$ cat src/rtl/uc_multiciclo_pkg.sv
// Shared definitions for the multi-cycle control unit.
// Contents: opcode constants, ALU-class prefix bit position, FSM state encoding
// and the raw control word produced by the decoder.
package uc_multiciclo_pkg;

  // Opcode constants (6-bit instruction opcode field)
  localparam logic [5:0] OP_LI   = 6'b000000;  // LI is 0000xx; low two bits are don't-care
  localparam logic [5:0] OP_J    = 6'b000100;
  localparam logic [5:0] OP_JZ   = 6'b000101;
  localparam logic [5:0] OP_JNZ  = 6'b000110;
  localparam logic [5:0] OP_HALT = 6'b000111;

  // MSB set marks an ALU-class instruction (1ooo xx).
  localparam int ALU_BIT = 5;

  typedef enum logic [2:0] {
    IDLE   = 3'd0,
    FETCH  = 3'd1,
    EXEC   = 3'd2,
    HALTED = 3'd3,
    ERROR  = 3'd4
  } state_t;

  // Raw (ungated) datapath control word
  typedef struct packed {
    logic       s_inc;
    logic       s_inm;
    logic       we3;
    logic       wez;
    logic [2:0] op;
  } ctrl_t;

endpackage

$ cat src/rtl/uc_multiciclo_decode.sv
// uc_decode: purely combinational opcode/z -> raw control word plus HALT/illegal flags.
// Latency: zero cycles (combinational). No handshake; the FSM gates the outputs.
// Ports: opcode_i, z_i in; ctrl_o (s_inc/s_inm/we3/wez/op), is_halt_o, illegal_o out.
module uc_decode
  import uc_multiciclo_pkg::*;
#(
  parameter int OPW = 6
) (
  input  logic [OPW-1:0] opcode_i,
  input  logic           z_i,
  output ctrl_t          ctrl_o,
  output logic           is_halt_o,
  output logic           illegal_o
);

  always_comb begin
    ctrl_o    = '{s_inc: 1'b1, s_inm: 1'b0, we3: 1'b0, wez: 1'b0, op: 3'd0};
    is_halt_o = 1'b0;
    illegal_o = 1'b0;
    if (opcode_i[ALU_BIT]) begin
      ctrl_o.op  = opcode_i[4:2];
      ctrl_o.we3 = 1'b1;
      ctrl_o.wez = 1'b1;
    end else if (opcode_i[OPW-1:2] == OP_LI[OPW-1:2]) begin
      ctrl_o.we3   = 1'b1;
      ctrl_o.s_inm = 1'b1;
    end else begin
      case (opcode_i)
        OP_J:    ctrl_o.s_inc = 1'b0;
        // z is the flag registered by the previous instruction
        OP_JZ:   ctrl_o.s_inc = ~z_i;
        OP_JNZ:  ctrl_o.s_inc = z_i;
        OP_HALT: is_halt_o    = 1'b1;
        default: illegal_o    = 1'b1;
      endcase
    end
  end

endmodule

$ cat src/rtl/uc_multiciclo.sv
// Multi-cycle control unit: FETCH/EXEC sequencing with run/step/halt, illegal trap, retire counter.
// Latency: 2 cycles per instruction (FETCH then EXEC); continuous run gives 1 instr / 2 cycles.
// Flow: run level or step pulse starts work from IDLE; step while busy is ignored.
// Ports: clk, reset (sync, active-high), Opcode, z, run, step in;
//        s_inc, s_inm, we3, wez, Op, pc_we (EXEC-gated), halted, err, busy, icount out.
module uc_multiciclo
  import uc_multiciclo_pkg::*;
#(
  parameter int OPW  = 6,
  parameter int CNTW = 16
) (
  input  logic            clk,
  input  logic            reset,
  input  logic [OPW-1:0]  Opcode,
  input  logic            z,
  input  logic            run,
  input  logic            step,
  output logic            s_inc,
  output logic            s_inm,
  output logic            we3,
  output logic            wez,
  output logic [2:0]      Op,
  output logic            pc_we,
  output logic            halted,
  output logic            err,
  output logic            busy,
  output logic [CNTW-1:0] icount
);

  state_t          state_q, state_d;
  logic            step_latched_q, step_latched_d;
  logic [CNTW-1:0] icount_q, icount_d;

  ctrl_t ctrl;
  logic  is_halt;
  logic  illegal;

  uc_decode #(.OPW(OPW)) u_decode (
    .opcode_i  (Opcode),
    .z_i       (z),
    .ctrl_o    (ctrl),
    .is_halt_o (is_halt),
    .illegal_o (illegal)
  );

  // Reset is folded in so a reset landing on EXEC never fires a write.
  logic exec_act;
  assign exec_act = (state_q == EXEC) && !reset;

  always_comb begin
    state_d        = state_q;
    step_latched_d = step_latched_q;
    icount_d       = icount_q;
    case (state_q)
      IDLE: begin
        if (run) begin
          state_d        = FETCH;
          step_latched_d = 1'b0;   // run wins over a simultaneous step
        end else if (step) begin
          state_d        = FETCH;
          step_latched_d = 1'b1;
        end
      end
      FETCH: state_d = EXEC;
      EXEC: begin
        if (is_halt) begin
          state_d = HALTED;
        end else if (illegal) begin
          state_d = ERROR;
        end else begin
          icount_d = icount_q + CNTW'(1);  // wraps silently
          if (run && !step_latched_q) begin
            state_d = FETCH;
          end else begin
            state_d        = IDLE;
            step_latched_d = 1'b0;
          end
        end
      end
      HALTED:  state_d = HALTED;
      ERROR:   state_d = ERROR;
      default: state_d = IDLE;
    endcase
  end

  always_comb begin
    s_inc = 1'b1;
    s_inm = 1'b0;
    we3   = 1'b0;
    wez   = 1'b0;
    Op    = 3'd0;
    pc_we = 1'b0;
    if (exec_act) begin
      s_inc = ctrl.s_inc;
      s_inm = ctrl.s_inm;
      we3   = ctrl.we3;
      wez   = ctrl.wez;
      Op    = ctrl.op;
      pc_we = !is_halt && !illegal;
    end
  end

  assign halted = (state_q == HALTED);
  assign err    = (state_q == ERROR);
  assign busy   = (state_q == FETCH) || (state_q == EXEC);
  assign icount = icount_q;

  always_ff @(posedge clk) begin
    if (reset) begin
      state_q        <= IDLE;
      step_latched_q <= 1'b0;
      icount_q       <= '0;
    end else begin
      state_q        <= state_d;
      step_latched_q <= step_latched_d;
      icount_q       <= icount_d;
    end
  end

endmodule
$ cat config.mk
export PLATFORM = sky130hd
export DESIGN_NAME = uc_multiciclo
export DESIGN_NICKNAME = d
export VERILOG_FILES = /design/src/rtl/uc_multiciclo_pkg.sv /design/src/rtl/uc_multiciclo_decode.sv /design/src/rtl/uc_multiciclo.sv
export SDC_FILE = /design/constraint.sdc
export NUM_CORES = 1
export LEC_CHECK = 0
export ABC_AREA = 1
export BUFFER_PORTS_ARGS = -buffer_cell sky130_fd_sc_hd__buf_4
export CAP_MARGIN = 10
export CORE_MARGIN = 4
export CORE_UTILIZATION = 30
export CTS_BUF_LIST = sky130_fd_sc_hd__clkbuf_2
export DETAILED_ROUTE_END_ITERATION = 8
export PLACE_DENSITY = 0.63
export SYNTH_ARGS = -nofsm -noshare
export SYNTH_HDL_FRONTEND = slang
export SYNTH_HIERARCHICAL = 1
export SYNTH_SLANG_ARGS = --single-unit
$ cat constraint.sdc
create_clock -name clk -period 1.8 [get_ports clk]
set_clock_uncertainty 0.15 [all_clocks]
set_input_delay 0.18 -clock clk [delete_from_list [all_inputs] [get_ports clk]]
set_output_delay 0.18 -clock clk [all_outputs]
set_load 0.005 [all_outputs]
==> results by group <==
Global routing
  • Total congestion overflow: 0
  • Initial antenna violation count: 0
  • Vias in the first global route: about 1.2k
  • Pin count of the biggest net entering global routing: 14
  • First-pass GRT wire length: 4830 um
  • Tot GR Track Use: 0.112

STA
  • Post-route setup TNS: 0 ns
  • Period utilization: 0.957
  • Minimum clock period: ~1.7 ns
  • Least-Margin Pin Slew: roughly 0.40 ns
  • Max Slew Vio Count: 0
  • RSZ-0062 raised after global routing: no
  • Endpoints failing hold: 0
  • Final count of negative-setup-slack endpoints: 0
  • Setup WS post-layout: 0.0780 ns
  • Rel. slew slack: 0.736
  • F_max: 581 MHz

Synth
  • Synth cell count leaders: nand2_1 (41), inv_1 (39), nor2_1 (36)
  • Yosys reg bits: 20
  • Yosys warnings: 6
  • Yosys top cell area share: 0.322
  • EDFF count, synth: 0
  • Post-synthesis average cell area: 6.22 um2
  • Synth area leader: dfxtp_1
  • Cell Area, Synth: roughly 1200 um2
  • Syn nets: about 210
  • Asr flop ratio synth: 0
  • Yosys cell types: 29
  • Seq/Total Area, Yosys: 0.322
  • Count leader, synth: nand2_1
  • Top_reg_cell synth: dfxtp_1
  • Area contributors post-synth: dfxtp_1 (32%), nand2_1 (12%), inv_1 (12%), nor2_1 (11%), a21oi_1 (5.2%)
  • Mapped Cells: 200

Worst setup path
  • Reg-to-Reg Start: state_q[2]
  • CP peak stage delay: between 0.5 and 0.6 ns
  • Buf/Inv on CP: 4
  • Critical-path cell list: dlygate4sd3_1 -> buf_4 -> nor2_2 -> inv_2 -> or2_4 -> buf_6
  • CP delay by family, top: buffers and inverters
  • Arr. time, crit path: 1.39 ns
  • Worst path slowest cell: dlygate4sd3_1
  • CP Class: input pin to output port
  • WP depth: 6
  • FF-to-FF End: icount[10]
  • CP startpoint: reset
  • Worst-path fanout max: 8
  • WP data required: approximately 1.5 ns
  • Crit. End Element: output port
  • Startpoint Class: input pin
  • CP Capture Point: s_inc
  • Worst reg-to-reg path cell count: 8
  • Flop2flop setup slack: approximately 0.17 ns

Flow run
  • Max-cap violations: 0

Power and ir drop
  • Switching Share: 0.302
  • Combinational Power Share: 0.217
  • Worst VDD drop: 0.000370 V
  • PwrDens: slightly below 500 nW/um2
  • Pleak: between 0.8 and 0.9 nW
  • Pint: just under 0.0006 W
  • P_sw: 0.000256 W
  • Register share of total power: 0.556
  • Pwr Total: around 0.00085 W
  • Clock power frac: 0.227

Clock tree
  • CTS max path bufs: 2
  • Sinks on the clock net: 20
  • Clock Tree Root: clkbuf_2
  • CTS tree: done
  • Insertion delay to the later sink of the worst-skew pair: approximately 0.32 ns
  • H-tree depth: 1
  • Num CTS Buffers: 3
  • Register clock-pin slew on the reported worst setup and hold paths: about 0.20 ns

Floorplan
  • Die Wd: slightly above 70 um
  • Initial Util: 0.311
  • Row cnt: 23
  • Die Span Y: between 70 and 80 um
  • Io pins: 38
  • Die ar.: about 5200 um2
  • Std-Cell Core Area: 4000 um2

Min path
  • HP Class: input pin to flop

Routing
  • Wirelength per Cell: slightly below 10 um
  • Via-to-Cell Ratio: between 4 and 5
  • TritonRoute pass-1 iters: 4
  • Iter 0 DRT Violations: 48
  • Drt drc: 0
  • Antenna-violating nets left: 0
  • Drt total wl: between 2000 and 3000 um
  • Routed vias: roughly 1.3k

Placement
  • Gpl congestion: around 0.83
  • I/O Buffers: 37
  • Post-DP HPWL: around 2200 um
  • Placement Setup Slack: -0.0112 ns

Finish
  • Layout cells sized above 1: 0.321
  • Area Growth Syn to Fin: 37.1%
  • ANT cells: 0
  • Nets: about 260

Run status
  • Status: finished clean
## worst min path at each step
stage / to / cells past startpoint / from / slack (ns)
2_1_floorplan: step_latched_q / 3 / run / 0.27
3_3_place_gp: icount[13] / 2 / reset / 0.28
3_5_place_dp: icount[13] / 2 / reset / 0.28
4_1_cts: step_latched_q / 4 / run / 0.006
5_1_grt: step_latched_q / 4 / run / 0.04
6_report: step_latched_q / 4 / run / 0.03
## cell type report
class | instances | area, um2
Sequential cell | 20 | 407
Fill cell | 422 | 2290
Clock inverter | 1 | 3.75
Clock buffer | 3 | 15.0
Timing Repair Buffer | 48 | 370
Tap cell | 50 | 62.6
Inverter | 42 | 158
Multi-Input combinational cell | 135 | 689
## cells by family after synthesis
group	share of synthesized area
fa+ha+maj	0.0101
simple gates	0.413
flops	0.322
compound gates	0.115
buf+inv	0.140
## power by group through the flow
stage,Combinational [W],Sequential (W),Clock [W]
2_1_floorplan,0.0000993,0.000477,0
3_3_place_gp,0.000156,0.000479,0
3_5_place_dp,0.000157,0.000480,0
4_1_cts,0.000176,0.000469,0.000202
5_1_grt,0.000210,0.000473,0.000219
6_report,0.000184,0.000471,0.000192
## metrics by stage
stage | utilization | instance area (um2) | instances | hold WS [ns]
after floorplan | - | 1240 | 200 | 0.267
after global placement | 0.396 | 1580 | 286 | 0.282
after detailed placement | 0.396 | 1580 | 286 | 0.277
after CTS | 0.416 | 1670 | 296 | 0.00647
after global routing | 0.426 | 1710 | 299 | 0.0403
final | 0.426 | 1710 | 299 | 0.0283
## timing repair
action	4_1_cts	5_1_grt
endpoints found under the hold margin	4	0
pin swaps	2	2
hold buffers	1	0
endpoints found under the setup margin	7	10
buffers inserted	5	3
gates resized for setup	8	8
## layer usage
layer	track usage	up-vias	routed length (um)
li1	-	710	-
met1	0.138	551	1290
met2	0.196	25	1450
met3	0.0319	0	153
met4	0.0205	0	0
met5	0	-	0
## sequential cells by signal, summed over array words and instances (netlist names)
name            cells
step_latched_q      1
icount             16
state_q             3
## worst min-delay path, stage by stage
cell     delay, ns
buf_4         0.08
inv_1         0.06
a21oi_1       0.12
nor2_1        0.04
## placed cells by master (no fill, tap or decap), types with 2 or more instances in the layout
| cell | Yosys | final |
|---|---|---|
| buf_4 | 1 | 45 |
| nand2_1 | 41 | 40 |
| inv_1 | 39 | 37 |
| nor2_1 | 36 | 30 |
| dfxtp_1 | 20 | 17 |
| a21oi_1 | 13 | 13 |
| nor2_2 | 3 | 9 |
| o21ai_0 | 9 | 9 |
| nand3_1 | 7 | 7 |
| nand2_2 | 4 | 5 |
| nor3_1 | 5 | 5 |
| inv_2 | 2 | 4 |
| nor2_4 | 3 | 3 |
| clkbuf_2 | 0 | 3 |
| clkinv_1 | 1 | 2 |
| nand4_1 | 2 | 2 |
| buf_6 | 0 | 2 |
| dfxtp_2 | 0 | 2 |
Power figures use the tool's default switching activity.
